**config.mk**
```make
export PLATFORM = sky130hd
export DESIGN_NAME = alu_cmd_issuer_flat
export DESIGN_NICKNAME = d
export VERILOG_FILES = /design/src/rtl/alu_cmd_issuer_pkg.sv /design/src/rtl/alu_cmd_issuer_if.sv /design/src/rtl/alu_cmd_issuer_cmd_fifo.sv /design/src/rtl/alu_cmd_issuer.sv /design/src/flat_wrapper.sv
export SDC_FILE = /design/constraint.sdc
export NUM_CORES = 1
export LEC_CHECK = 0
export BUFFER_PORTS_ARGS = -buffer_cell sky130_fd_sc_hd__buf_2
export CORE_ASPECT_RATIO = 0.75
export CORE_MARGIN = 2
export CORE_UTILIZATION = 60
export DETAILED_ROUTE_END_ITERATION = 16
export PLACE_DENSITY = 0.89
export REMOVE_ABC_BUFFERS = 1
export SYNTH_ARGS = -nofsm -noshare
export SYNTH_HDL_FRONTEND = slang
export SYNTH_SLANG_ARGS = --single-unit
```
**constraint.sdc**
```tcl
create_clock -name clk -period 2.8 [get_ports clk]
set_clock_uncertainty 0.2 [all_clocks]
set_input_delay 0.14 -clock clk [delete_from_list [all_inputs] [get_ports clk]]
set_output_delay 0.14 -clock clk [all_outputs]
set_load 0.01 [all_outputs]
```
**src/rtl/alu_cmd_issuer_pkg.sv**
```systemverilog
// alu_cmd_issuer_pkg: ALU opcodes and issuer FSM state encodings (package alu_pkg)
package alu_pkg;
    localparam logic [1:0] OP_ADD = 2'b00;
    localparam logic [1:0] OP_OR  = 2'b01;
    localparam logic [1:0] OP_SUB = 2'b10;
    localparam logic [1:0] OP_XOR = 2'b11;
    typedef enum logic [1:0] {S_IDLE = 2'd0, S_WAIT = 2'd1, S_HOLD = 2'd2} state_t;
endpackage

```
**src/rtl/alu_cmd_issuer_if.sv**
```systemverilog
// alu_cmd_issuer_if: command stream, ALU port and response stream of the issuer
interface alu_cmd_issuer_if #(parameter int N = 4);
    logic         cmd_valid;
    logic         cmd_ready;
    logic [N-1:0] cmd_a;
    logic [N-1:0] cmd_b;
    logic [1:0]   cmd_op;
    logic [N-1:0] alu_a;
    logic [N-1:0] alu_b;
    logic [1:0]   alu_op;
    logic [N-1:0] alu_result;
    logic         rsp_valid;
    logic         rsp_ready;
    logic [N-1:0] rsp_result;
    logic [1:0]   rsp_op;
    logic         rsp_err;
    logic         busy;
    modport master (
        input  cmd_valid, cmd_a, cmd_b, cmd_op, alu_result, rsp_ready,
        output cmd_ready, alu_a, alu_b, alu_op, rsp_valid, rsp_result, rsp_op, rsp_err, busy
    );
    modport slave (
        output cmd_valid, cmd_a, cmd_b, cmd_op, alu_result, rsp_ready,
        input  cmd_ready, alu_a, alu_b, alu_op, rsp_valid, rsp_result, rsp_op, rsp_err, busy
    );
endinterface

```
**src/rtl/alu_cmd_issuer_cmd_fifo.sv**
```systemverilog
// cmd_fifo: synchronous FIFO with wrap-bit pointers holding queued ALU commands
module cmd_fifo #(
    parameter int W     = 10,
    parameter int DEPTH = 4
) (
    input  logic         clk,
    input  logic         rst,
    input  logic         push,
    input  logic         pop,
    input  logic [W-1:0] wr_data,
    output logic [W-1:0] rd_data,
    output logic         full,
    output logic         empty
);
    localparam int AW = $clog2(DEPTH);
    logic [W-1:0] mem [DEPTH];
    logic [AW:0]  wr_ptr;
    logic [AW:0]  rd_ptr;
    assign empty   = wr_ptr == rd_ptr;
    assign full    = (wr_ptr[AW] != rd_ptr[AW]) && (wr_ptr[AW-1:0] == rd_ptr[AW-1:0]);
    assign rd_data = mem[rd_ptr[AW-1:0]];
    // pointer update; full blocks push even when a pop happens on the same edge
    always_ff @(posedge clk or posedge rst) begin
        if (rst) begin
            wr_ptr <= '0;
            rd_ptr <= '0;
        end else begin
            if (push && !full) wr_ptr <= wr_ptr + (AW+1)'(1);
            if (pop && !empty) rd_ptr <= rd_ptr + (AW+1)'(1);
        end
    end
    // storage needs no reset; pointers define validity
    always_ff @(posedge clk) begin
        if (push && !full) mem[wr_ptr[AW-1:0]] <= wr_data;
    end
endmodule

```
**src/rtl/alu_cmd_issuer.sv**
```systemverilog
// alu_cmd_issuer: queues ALU commands, issues them, waits ALU_LAT, returns results in order (optional ALU_CHECK_EN)
module alu_cmd_issuer
    import alu_pkg::*;
#(
    parameter int N       = 4,
    parameter int DEPTH   = 4,
    parameter int ALU_LAT = 0
) (
    input logic             clk,
    input logic             rst,
    alu_cmd_issuer_if.master bus
);
    localparam int W  = 2*N + 2;
    localparam int CW = ALU_LAT > 0 ? $clog2(ALU_LAT + 1) : 1;
    state_t       state;
    state_t       state_nxt;
    logic [CW-1:0] cnt;
    logic         full;
    logic         empty;
    logic         pop;
    logic         sample;
    logic         release_rsp;
    logic [W-1:0] head;
    logic [N-1:0] alu_a_q;
    logic [N-1:0] alu_b_q;
    logic [1:0]   alu_op_q;
    logic [N-1:0] rsp_result_q;
    logic [1:0]   rsp_op_q;
    cmd_fifo #(.W(W), .DEPTH(DEPTH)) u_fifo (
        .clk     (clk),
        .rst     (rst),
        .push    (bus.cmd_valid && !full),
        .pop     (pop),
        .wr_data ({bus.cmd_op, bus.cmd_a, bus.cmd_b}),
        .rd_data (head),
        .full    (full),
        .empty   (empty)
    );
    assign bus.cmd_ready  = !full;
    assign bus.alu_a      = alu_a_q;
    assign bus.alu_b      = alu_b_q;
    assign bus.alu_op     = alu_op_q;
    assign bus.rsp_valid  = state == S_HOLD;
    assign bus.rsp_result = rsp_result_q;
    assign bus.rsp_op     = rsp_op_q;
    assign bus.busy       = state != S_IDLE || !empty;
    // FSM state register
    always_ff @(posedge clk or posedge rst) begin
        if (rst) state <= S_IDLE;
        else     state <= state_nxt;
    end
    // next state: issue from FIFO, sample when the latency count expires, release on handshake
    always_comb begin
        pop         = state == S_IDLE && !empty;
        sample      = state == S_WAIT && cnt == '0;
        release_rsp = state == S_HOLD && bus.rsp_ready;
        state_nxt   = pop ? S_WAIT : sample ? S_HOLD : release_rsp ? S_IDLE : state;
    end
    // ALU operand registers hold between issues; latency counter; response capture
    always_ff @(posedge clk or posedge rst) begin
        if (rst) begin
            alu_a_q      <= '0;
            alu_b_q      <= '0;
            alu_op_q     <= '0;
            cnt          <= '0;
            rsp_result_q <= '0;
            rsp_op_q     <= '0;
        end else begin
            if (pop) begin
                alu_op_q <= head[W-1 -: 2];
                alu_a_q  <= head[2*N-1 -: N];
                alu_b_q  <= head[N-1:0];
                cnt      <= CW'(ALU_LAT);
            end else if (state == S_WAIT && cnt != '0) begin
                cnt <= cnt - CW'(1);
            end
            if (sample) begin
                rsp_result_q <= bus.alu_result;
                rsp_op_q     <= alu_op_q;
            end
        end
    end
`ifdef ALU_CHECK_EN
    logic [N-1:0] expected;
    logic         err_q;
    // reference result of the issued command, mod 2^N
    always_comb begin
        expected = alu_op_q == OP_ADD ? alu_a_q + alu_b_q :
                   alu_op_q == OP_OR  ? alu_a_q | alu_b_q :
                   alu_op_q == OP_SUB ? alu_a_q - alu_b_q : alu_a_q ^ alu_b_q;
    end
    // mismatch flag captured with the result and dropped with the response
    always_ff @(posedge clk or posedge rst) begin
        if (rst)              err_q <= 1'b0;
        else if (sample)      err_q <= bus.alu_result != expected;
        else if (release_rsp) err_q <= 1'b0;
    end
    assign bus.rsp_err = err_q;
`else
    assign bus.rsp_err = 1'b0;
`endif
endmodule

```
**src/flat_wrapper.sv**
```systemverilog
// flat-port wrapper written by rule: the top's interface ports become plain ports
module alu_cmd_issuer_flat import alu_pkg::*;
#(
    parameter int N       = 4,
    parameter int DEPTH   = 4,
    parameter int ALU_LAT = 0
)
  (clk, rst, bus_cmd_valid, bus_cmd_a, bus_cmd_b, bus_cmd_op, bus_alu_result, bus_rsp_ready, bus_cmd_ready, bus_alu_a, bus_alu_b, bus_alu_op, bus_rsp_valid, bus_rsp_result, bus_rsp_op, bus_rsp_err, bus_busy);
  alu_cmd_issuer_if #(.N(N)) bus_i ();
  input logic clk;
  input logic rst;
  input wire logic [$bits(bus_i.cmd_valid)-1:0] bus_cmd_valid;
  input wire logic [$bits(bus_i.cmd_a)-1:0] bus_cmd_a;
  input wire logic [$bits(bus_i.cmd_b)-1:0] bus_cmd_b;
  input wire logic [$bits(bus_i.cmd_op)-1:0] bus_cmd_op;
  input wire logic [$bits(bus_i.alu_result)-1:0] bus_alu_result;
  input wire logic [$bits(bus_i.rsp_ready)-1:0] bus_rsp_ready;
  output wire logic [$bits(bus_i.cmd_ready)-1:0] bus_cmd_ready;
  output wire logic [$bits(bus_i.alu_a)-1:0] bus_alu_a;
  output wire logic [$bits(bus_i.alu_b)-1:0] bus_alu_b;
  output wire logic [$bits(bus_i.alu_op)-1:0] bus_alu_op;
  output wire logic [$bits(bus_i.rsp_valid)-1:0] bus_rsp_valid;
  output wire logic [$bits(bus_i.rsp_result)-1:0] bus_rsp_result;
  output wire logic [$bits(bus_i.rsp_op)-1:0] bus_rsp_op;
  output wire logic [$bits(bus_i.rsp_err)-1:0] bus_rsp_err;
  output wire logic [$bits(bus_i.busy)-1:0] bus_busy;
  assign bus_i.cmd_valid = bus_cmd_valid;
  assign bus_i.cmd_a = bus_cmd_a;
  assign bus_i.cmd_b = bus_cmd_b;
  assign bus_i.cmd_op = bus_cmd_op;
  assign bus_i.alu_result = bus_alu_result;
  assign bus_i.rsp_ready = bus_rsp_ready;
  assign bus_cmd_ready = bus_i.cmd_ready;
  assign bus_alu_a = bus_i.alu_a;
  assign bus_alu_b = bus_i.alu_b;
  assign bus_alu_op = bus_i.alu_op;
  assign bus_rsp_valid = bus_i.rsp_valid;
  assign bus_rsp_result = bus_i.rsp_result;
  assign bus_rsp_op = bus_i.rsp_op;
  assign bus_rsp_err = bus_i.rsp_err;
  assign bus_busy = bus_i.busy;
  alu_cmd_issuer #(.N(N), .DEPTH(DEPTH), .ALU_LAT(ALU_LAT)) u_core (.clk(clk), .rst(rst), .bus(bus_i));
endmodule
```
==> flow_metrics.py, run 1 <==
metrics = {
    "outcome": {
        "status": "finished clean",
    },
    "routing": {
        "post_drt_wl_per_cell_um": 16.5,
        "routed-via-count": 1372,
        "first_pass_iters": 4,
        "routed_wl_um": 4220,
        "ant_nets": 0,
        "drt_iter0_markers": 75,
        "vias_per_cell": 5.36,
        "drc_errors": 0,
    },
    "floorplan": {
        "fp.dieH_um": 61.0,
        "io_pins": 38,
        "rows": 20,
        "die_w_um": 79.9,
        "dieArea_um2": 4870,
        "start_util_pct": 63.2,
        "core-area_um2": 4100,
    },
    "synthesis": {
        "synthCells": 135,
        "avgSynthCellArea_um2": 19.2,
        "netlist_area_um2": 2590,
        "ys_seq_area_share_pct": 70.4,
        "synth_area_leader_cell": "edfxtp_1",
        "synth_seq_cells": 65,
        "yosysUniqueCellTypes": 26,
        "synth.top_cell.area_share_pct": 46.3,
        "ys_warn_count": 0,
        "synthTopCellsByArea": "edfxtp_1 (46%), dfrtp_1 (24%), mux4_2 (8.7%)",
    },
    "timing": {
        "slew_headroom_pct": 40.1,
        "tightest_slew_ns": 0.897,
        "rsz0062_at_grt": "false",
        "fin_crit_ns": 2.21,
        "final_max_slew_viol_count": 0,
        "hold_viol_final": 0,
        "fin_crit_sh_pct": 78.8,
        "fmax_mhz": 453,
        "setup_viol": 0,
        "fin_setup_tns_ns": 0,
    },
    "cells_and_area": {
        "n_fill_cell": 227,
        "final_layout_size_suffix_gt1_share_pct": 40.3,
        "num_antenna_cells": 0,
        "nets": 219,
        "fin_cells": 256,
        "area_delta_synth_final_pct": 22.5,
    },
    "cts": {
        "cts.path.max_buffers": 2,
        "clock-sinks": 65,
        "cts_max_level": 3,
        "clk_latency_ns": 0.33,
        "cts_made_buffers": 9,
        "root_buffer": "clkbuf_8",
        "cts_tree": "yes",
        "path_clk_slew_ns": 0.07,
    },
    "worst_setup_path": {
        "reg2regPathDepth": 3,
        "critPathRequiredTime_ns": 2.57,
        "startpoint": "u_core.u_fifo.wr_ptr[1]",
        "ff2ff_setup_slack_ns": 0.59,
        "crit_type": "reg2reg",
        "crit_end": "u_core.u_fifo.mem[1][4]",
        "reg2reg_to": "u_core.u_fifo.mem[1][4]",
        "worstPathMaxFanout": 10,
        "worstPathArrival_ns": 1.98,
        "r2r_start": "u_core.u_fifo.wr_ptr[1]",
        "critPathCaptureType": "flip-flop",
        "crit_path_start_kind": "flip-flop",
    },
    "global_routing": {
        "global_route.usage.total_pct": 19.8,
        "grt_pass1_wl_um": 6600,
        "grt_max_degree": 26,
        "antenna_found_initial": 0,
        "overflow": 0,
        "grt_pass1_vias": 1393,
    },
    "place": {
        "hpwl_um": 2780,
        "gp_congestion": 0.801,
        "place_inst": 224,
        "io_buffers": 36,
    },
    "power_and_ir_drop": {
        "p_leak_nw": 1.28,
        "ir_drop_v": 0.000561,
        "cellPowerDensity_nw_per_um2": 1100,
    },
    "hold_path": {
        "hp-class": "in2reg",
    },
    "job": {
        "drv_cap": 0,
    },
}
==> cell type report <==
class	instances	area, µm²	area share (%)
sequential	65	1830	57.5
multi-input combinational	62	726	22.8
clock inverter	6	58.8	1.85
inverter	4	15.0	0.472
timing repair buffer	54	355	11.2
tap	55	68.8	2.17
clock buffer	10	128	4.02
==> per-layer routing <==
layer | global-route usage [%] | wire, µm | up-vias
met1 | 22.3 | 1690 | 679
met5 | 0 | 0 | -
met4 | 8.72 | 36 | 0
met2 | 34.9 | 2240 | 53
li1 | - | - | 631
met3 | 7.14 | 244 | 9
==> cell usage after synthesis <==
cell type,instances
conb_1,1
dfrtp_1,25
clkbuf_1,1
o31a_4,1
nor2_1,3
buf_2,1
o21ai_0,2
o31a_1,1
nand2b_1,2
inv_1,4
buf_6,1
nand3_1,1
ha_1,5
nor2b_1,1
mux4_2,10
xor2_1,6
buf_4,1
nor4_1,1
edfxtp_1,40
xnor2_1,2
mux2_2,10
and2_1,3
nand2_1,2
o21a_1,1
mux2_4,8
o311a_1,2
==> critical path, cell delays in order, from the launching register on <==
cell	delay [ns]
dfrtp_1	0.43
xor2_1	0.44
o31a_1	0.30
and2_1	0.47
==> sequential cells by signal, indices dropped and copies added (netlist names) <==
signal	cells
u_core.state	2
u_core.u_fifo.wr_ptr	3
u_core.bus.alu_b	4
u_core.u_fifo.mem	40
u_core.bus.rsp_op	2
u_core.bus.alu_op	2
u_core.bus.alu_a	4
u_core.u_fifo.rd_ptr	3
u_core.cnt	1
u_core.bus.rsp_result	4
==> kinds of logic after synthesis <==
kind of cell	count (synthesis)	synth area share (%)
XOR/XNOR	8	2.70
AND/OR/NAND/NOR	13	2.60
flip-flops	65	70.4
AO/OA/AOI/OAI	7	2.46
buffers and inverters	8	1.64
other	1	0.145
adder cells (fa/ha/maj)	5	2.41
multiplexers	28	17.6
==> cell usage in the layout, fill, tap and decap left out, types with 2 or more instances in the layout <==
cell type and n:
buf_4 2, mux2_2 10, clkinv_2 2, dlygate4sd3_1 16, buf_2 36, mux4_2 10
edfxtp_1 40, nand2_1 2, xnor2_1 2, nand2b_1 2, clkbuf_8 9, nor2_1 3
dfrtp_1 25, o21ai_0 2, xor2_1 6, clkinvlp_4 2, o311a_1 2, mux2_4 8
and2_1 3, ha_1 5, inv_1 4
==> power by group <==
part	internal (mW)	switching [mW]	total [mW]
clock	0.404	0.334	0.738
sequential	1.36	0.155	1.51
combinational	0.645	0.614	1.26
==> what timing repair did <==
action / CTS / global route
hold buffers: 16 / 0
endpoints found under the hold margin: 70 / 0
gates resized for setup: 0 / 0
buffers inserted: 0 / 0
endpoints found under the setup margin: 0 / 0
==> through the flow <==
| stage | setup slack [ns] | hold slack, ns | power [mW] | util (%) | area (µm²) |
|---|---|---|---|---|---|
| floorplan | 0.576 | -0.0327 | 2.40 | - | 2570 |
| global placement | 0.740 | 0.153 | 2.71 | 69.0 | 2830 |
| detailed placement | 0.588 | 0.164 | 2.78 | 69.0 | 2830 |
| CTS | 0.579 | 0.0428 | 3.54 | 77.4 | 3180 |
| global route | 0.422 | 0.0695 | 3.71 | 77.4 | 3180 |
| finish | 0.594 | 0.0566 | 3.51 | 77.4 | 3180 |
==> worst min-delay path by stage <==
| stage | start | endpoint | slack (ns) | depth (start not counted) |
|---|---|---|---|---|
| finish | bus_cmd_valid | u_core.u_fifo.wr_ptr[0] | 0.06 | 3 |
| global route | bus_cmd_valid | u_core.u_fifo.wr_ptr[0] | 0.07 | 3 |
| CTS | bus_cmd_valid | u_core.u_fifo.wr_ptr[0] | 0.04 | 3 |
| detailed placement | bus_cmd_a[3] | u_core.u_fifo.mem[3][7] | 0.16 | 1 |
| global placement | bus_cmd_a[3] | u_core.u_fifo.mem[3][7] | 0.15 | 1 |
| floorplan | rst | u_core.bus.alu_a[0] | -0.03 | 1 |
Note: power is estimated with default switching activity, not from simulation.
==> run 2, diff against run 1 <==
--- a/config.mk
+++ b/config.mk
@@ -8,9 +8,9 @@
 export BUFFER_PORTS_ARGS = -buffer_cell sky130_fd_sc_hd__buf_2
 export CORE_ASPECT_RATIO = 0.75
 export CORE_MARGIN = 2
-export CORE_UTILIZATION = 60
+export CORE_UTILIZATION = 50
 export DETAILED_ROUTE_END_ITERATION = 16
-export PLACE_DENSITY = 0.89
+export PLACE_DENSITY = 0.8
 export REMOVE_ABC_BUFFERS = 1
 export SYNTH_ARGS = -nofsm -noshare
 export SYNTH_HDL_FRONTEND = slang
==> constraint.sdc (replaced) <==
create_clock -name clk -period 1.8 [get_ports clk]
set_clock_uncertainty 0.2 [all_clocks]
set_input_delay 0.09 -clock clk [delete_from_list [all_inputs] [get_ports clk]]
set_output_delay 0.09 -clock clk [all_outputs]
set_load 0.01 [all_outputs]
==> flow_metrics.py, run 2 (synthesized netlist as in run 1, its figures left out) <==
metrics = {
    "outcome": {
        "status": "finished clean",
    },
    "worst_setup_path": {
        "reg2regPathDepth": 4,
        "worstPathMaxFanout": 6,
        "crit_path_start_kind": "flip-flop",
        "cpMaxStageDelayCell": "dfrtp_1",
        "ff2ff_setup_slack_ns": 0.04,
        "critPathCaptureType": "flip-flop",
        "worstPathArrival_ns": 1.66,
        "critPathRequiredTime_ns": 1.70,
        "crit_type": "reg2reg",
        "cp_cell_sequence": "xor2_2 > o31a_1 > and2_4 > buf_4",
        "max_stage_delay_ns": 0.41,
    },
    "power_and_ir_drop": {
        "ir_drop_v": 0.000874,
        "p_seq_share_pct": 40.0,
        "power_switching_mw": 1.81,
        "internal_power_mw": 4.09,
        "swShare_pct": 30.7,
        "p_leak_nw": 1.38,
        "clockPowerShare_pct": 19.1,
        "total_power_mw": 5.89,
        "cellPowerDensity_nw_per_um2": 1740,
        "comb_power_share_pct": 40.9,
    },
    "floorplan": {
        "start_util_pct": 52.4,
        "dieArea_um2": 5790,
        "io_pins": 38,
        "rows": 22,
        "core-area_um2": 4950,
        "fp.dieH_um": 66.4,
        "die_w_um": 87.2,
    },
    "cells_and_area": {
        "final_cell_mix": "edfxtp_1 (40), buf_2 (36), dfrtp_1 (23), dlygate4sd3_1 (16), buf_4 (14)",
        "n_fill_cell": 337,
        "area_delta_synth_final_pct": 30.3,
        "register_area_um2": 1830,
        "fin_cells": 277,
        "multi_input_area_um2": 766,
        "design_area_um2": 3380,
        "num_antenna_cells": 0,
        "final_layout_size_suffix_gt1_share_pct": 48.4,
        "nets": 235,
        "final_common_cell": "edfxtp_1",
        "largest_reg_flops": 40,
    },
    "cts": {
        "clk_latency_ns": 0.33,
        "cts_tree": "yes",
        "cts_max_level": 3,
        "path_clk_slew_ns": 0.06,
        "cts_made_buffers": 9,
        "clock-sinks": 65,
        "root_buffer": "clkbuf_8",
        "cts.path.max_buffers": 2,
    },
    "routing": {
        "ant_nets": 0,
        "drc_errors": 0,
        "routed_wl_um": 4590,
        "vias_per_cell": 5.11,
        "first_pass_iters": 4,
        "post_drt_wl_per_cell_um": 16.6,
        "routed-via-count": 1415,
        "drt_iter0_markers": 89,
    },
    "timing": {
        "hold_viol_final": 0,
        "setup_ws_ns": 0.0391,
        "final_max_slew_viol_count": 0,
        "slew_headroom_pct": 66.8,
        "setup_viol": 0,
        "fmax_mhz": 568,
        "fin_crit_ns": 1.76,
        "fin_crit_sh_pct": 97.8,
        "tightest_slew_ns": 0.496,
        "rsz0062_at_grt": "true",
    },
    "global_routing": {
        "grt_max_degree": 26,
        "grt_pass1_wl_um": 7400,
        "globalRouteMet1Util_pct": 20.0,
        "antenna_found_initial": 0,
        "global_route.usage.total_pct": 18.2,
        "met3_usage_pct": 8.36,
        "grt_pass1_vias": 1540,
        "overflow": 0,
        "top_usage_layer": "met2",
        "grt_use_met2_pct": 31.9,
    },
    "place": {
        "gp_congestion": 0.726,
        "preCtsSetupSlack_ns": -0.0173,
        "io_buffers": 36,
        "place_area_um2": 2980,
        "place_inst": 243,
        "hpwl_um": 2970,
    },
    "hold_path": {
        "holdPathStages": 4,
        "hp-class": "in2reg",
    },
    "job": {
        "drv_cap": 0,
    },
}
run 2: changes by cell type in the layout (fill, tap and decap cells not counted), sizes merged:
cell      change
clkbuf        +2
clkinvlp      -2
buf          +16
run 2: timing repair:
item,4_1_cts,5_1_grt
resized for setup,5,6
pin swaps,1,3
setup buffers,0,2
endpoints found under the hold margin,70,0
hold buffers,16,0
setup endpoints to repair,24,34
run 2: per-stage QoR:
| stage | TNS [ns] | hold WS [ns] | util, % |
|---|---|---|---|
| 6_report | 0 | 0.124 | 68.2 |
| 5_1_grt | -0.0299 | 0.124 | 68.2 |
| 4_1_cts | 0 | 0.0748 | 67.6 |
| 3_5_place_dp | -0.226 | -0.0405 | 60.2 |
| 3_3_place_gp | 0 | -0.0495 | 60.2 |
| 2_1_floorplan | -18.61 | -0.0827 | - |
run 2: path summary, 6_finish.rpt:
check | endpoint | from
min in group asynchronous | u_core.bus.alu_a[2] | rst
min | u_core.u_fifo.wr_ptr[0] | bus_cmd_valid
max | u_core.u_fifo.mem[1][0] | u_core.u_fifo.wr_ptr[0]
max reg2reg | u_core.u_fifo.mem[1][0] | u_core.u_fifo.wr_ptr[0]
min reg2reg | u_core.cnt | u_core.cnt
max in group asynchronous | u_core.u_fifo.wr_ptr[2] | rst
run 2: power by group through the flow:
stage          logic (mW)  registers, mW  clock network (mW)
5_1_grt              2.64           2.41                1.23
3_3_place_gp         2.19           2.32                   0
2_1_floorplan        1.22           2.51                   0
6_report             2.41           2.36                1.12
4_1_cts              2.33           2.36                1.15
3_5_place_dp         2.26           2.35                   0
run 2: metal layers:
metal | share of wire (%) | routed length, µm | up-vias
met5 | 0 | 0 | -
met3 | 5.4 | 247 | 2
met2 | 52 | 2390 | 48
met1 | 42 | 1940 | 703
met4 | 0.35 | 16 | 0
li1 | - | - | 662
run 2: layout make-up:
class,count,area share (%)
clock inverter,4,1.30
inverter,4,0.444
tap,60,2.22
multi-input combinational,62,22.6
timing repair buffer,70,15.3
clock buffer,12,4.00
sequential,65,54.1
run 2: worst max-delay path, delay by kind of cell, from the launching register on:
family | cells | cell delay [ns]
flops | 1 | 0.41
compound gates | 1 | 0.37
xor+xnor | 1 | 0.20
simple gates | 1 | 0.18
buf+inv | 1 | 0.16
==> run 3, diff against run 2 <==
--- a/config.mk
+++ b/config.mk
@@ -7,7 +7,7 @@
 export LEC_CHECK = 0
 export BUFFER_PORTS_ARGS = -buffer_cell sky130_fd_sc_hd__buf_2
 export CORE_ASPECT_RATIO = 0.75
-export CORE_MARGIN = 2
+export CORE_MARGIN = 4
 export CORE_UTILIZATION = 50
 export DETAILED_ROUTE_END_ITERATION = 16
 export PLACE_DENSITY = 0.8
==> flow_metrics.py, run 3 (synthesized netlist as in run 1, its figures left out) <==
metrics = {
    "worst_setup_path": {
        "critPathRequiredTime_ns": 1.81,
        "critPathCaptureType": "flip-flop",
        "crit_type": "reg2reg",
        "cpMaxStageDelayCell": "dfrtp_1",
        "worstPathArrival_ns": 1.79,
        "max_stage_delay_ns": 0.41,
        "crit_path_start_kind": "flip-flop",
        "worstPathMaxFanout": 13,
        "cp_cell_sequence": "xor2_2 > buf_4 > o31a_4 > mux2_4",
    },
    "global_routing": {
        "grt_max_degree": 26,
        "antenna_found_initial": 0,
        "global_route.usage.total_pct": 16.1,
        "grt_pass1_vias": 1593,
        "overflow": 0,
        "grt_pass1_wl_um": 7820,
    },
    "job": {
        "drv_cap": 0,
    },
    "cts": {
        "path_clk_slew_ns": 0.07,
        "root_buffer": "clkbuf_8",
        "clock-sinks": 65,
        "cts_tree": "yes",
        "clk_latency_ns": 0.33,
        "cts_made_buffers": 9,
        "cts.path.max_buffers": 2,
        "cts_max_level": 3,
    },
    "timing": {
        "setup_viol": 0,
        "fin_setup_tns_ns": 0,
        "fmax_mhz": 561,
        "final_max_slew_viol_count": 0,
        "fin_crit_sh_pct": 99.1,
        "fin_crit_ns": 1.78,
        "rsz0062_at_grt": "true",
        "setup_ws_ns": 0.0168,
        "hold_viol_final": 0,
    },
    "routing": {
        "drc_errors": 0,
        "post_drt_wl_per_cell_um": 16.5,
        "vias_per_cell": 5.08,
        "routed_wl_um": 4650,
        "first_pass_iters": 4,
        "drt_iter0_markers": 54,
        "routed-via-count": 1433,
        "ant_nets": 0,
    },
    "cells_and_area": {
        "area_delta_synth_final_pct": 31.0,
        "final_layout_size_suffix_gt1_share_pct": 49.5,
        "final_cell_mix": "edfxtp_1 (40), buf_2 (36), dfrtp_1 (25), buf_4 (22), dlygate4sd3_1 (16)",
        "num_antenna_cells": 0,
        "n_fill_cell": 316,
        "final_common_cell": "edfxtp_1",
        "nets": 240,
        "largest_reg_flops": 40,
        "register_area_um2": 1830,
        "multi_input_area_um2": 761,
    },
    "floorplan": {
        "die_w_um": 91.2,
        "rows": 22,
        "core-area_um2": 4950,
        "io_pins": 38,
        "dieArea_um2": 6420,
        "fp.dieH_um": 70.4,
        "start_util_pct": 52.4,
    },
    "power_and_ir_drop": {
        "ir_drop_v": 0.000817,
        "p_leak_nw": 1.40,
        "total_power_mw": 6.02,
        "cellPowerDensity_nw_per_um2": 1770,
    },
    "hold_path": {
        "hp-class": "in2reg",
    },
    "place": {
        "preCtsSetupSlack_ns": -0.0962,
        "gp_congestion": 0.737,
        "hpwl_um": 3200,
        "io_buffers": 36,
    },
    "outcome": {
        "status": "finished clean",
    },
}
-- run 3: what timing repair did --
action / 4_1_cts / 5_1_grt
setup endpoints to repair: 35 / 34
cloned: 0 / 0
endpoints found under the hold margin: 70 / 0
resized for setup: 3 / 6
pin swaps: 3 / 1
hold buffers: 16 / 0
setup buffers: 1 / 1
-- run 3: per-stage QoR --
stage	area [µm²]	hold WS [ns]	std cells	utilization (%)
2_1_floorplan	2570	-0.0827	131	-
6_report	3400	0.138	282	68.6
3_5_place_dp	2980	-0.0301	248	60.2
4_1_cts	3370	0.119	281	68.1
5_1_grt	3400	0.135	282	68.6
3_3_place_gp	2980	-0.0528	248	60.2
-- run 3: worst paths after layout --
kind                                    startpoint                       to  slack, ns  depth (start not counted)
setup / recovery           u_core.u_fifo.wr_ptr[0]      u_core.bus.alu_a[2]       0.02                          4
hold / removal                       bus_cmd_valid  u_core.u_fifo.wr_ptr[2]       0.14                          4
setup reg to reg           u_core.u_fifo.wr_ptr[0]      u_core.bus.alu_a[2]       0.02                          4
hold reg to reg                u_core.bus.alu_b[0]      u_core.bus.alu_b[0]       0.30                          1
max in group asynchronous                      rst      u_core.bus.alu_b[2]       0.99                          4
min in group asynchronous                      rst      u_core.bus.alu_a[3]       0.16                          4
-- run 3: cell type report --
type | instances | share of cell area (%)
tap | 60 | 2.21
sequential | 65 | 53.7
multi-input combinational | 62 | 22.4
inverter | 4 | 0.442
clock inverter | 5 | 1.58
clock buffer | 11 | 4.45
timing repair buffer | 75 | 15.2
-- run 3: power breakdown --
group,switching [mW],leakage [nW],internal (mW)
sequential,0.238,0.663,2.10
combinational,1.10,0.638,1.35
clock,0.519,0.0990,0.707
total,1.86,1.40,4.16
-- run 3: per-layer routing --
metal	vias to the layer above	wire, µm	part of all wire [%]	global-route usage (%)
li1	671	-	-	-
met1	714	1990	43	19.1
met2	43	2390	51	27.7
met3	5	229	4.9	5.06
met4	0	37	0.80	6.02
met5	-	0	0	0
-- run 3: worst max-delay path, delay by kind of cell (launching register included) --
family,cells,cell delay [ns]
compound gates,1,0.38
flops,1,0.41
buf+inv,1,0.15
mux,1,0.33
xor+xnor,1,0.20
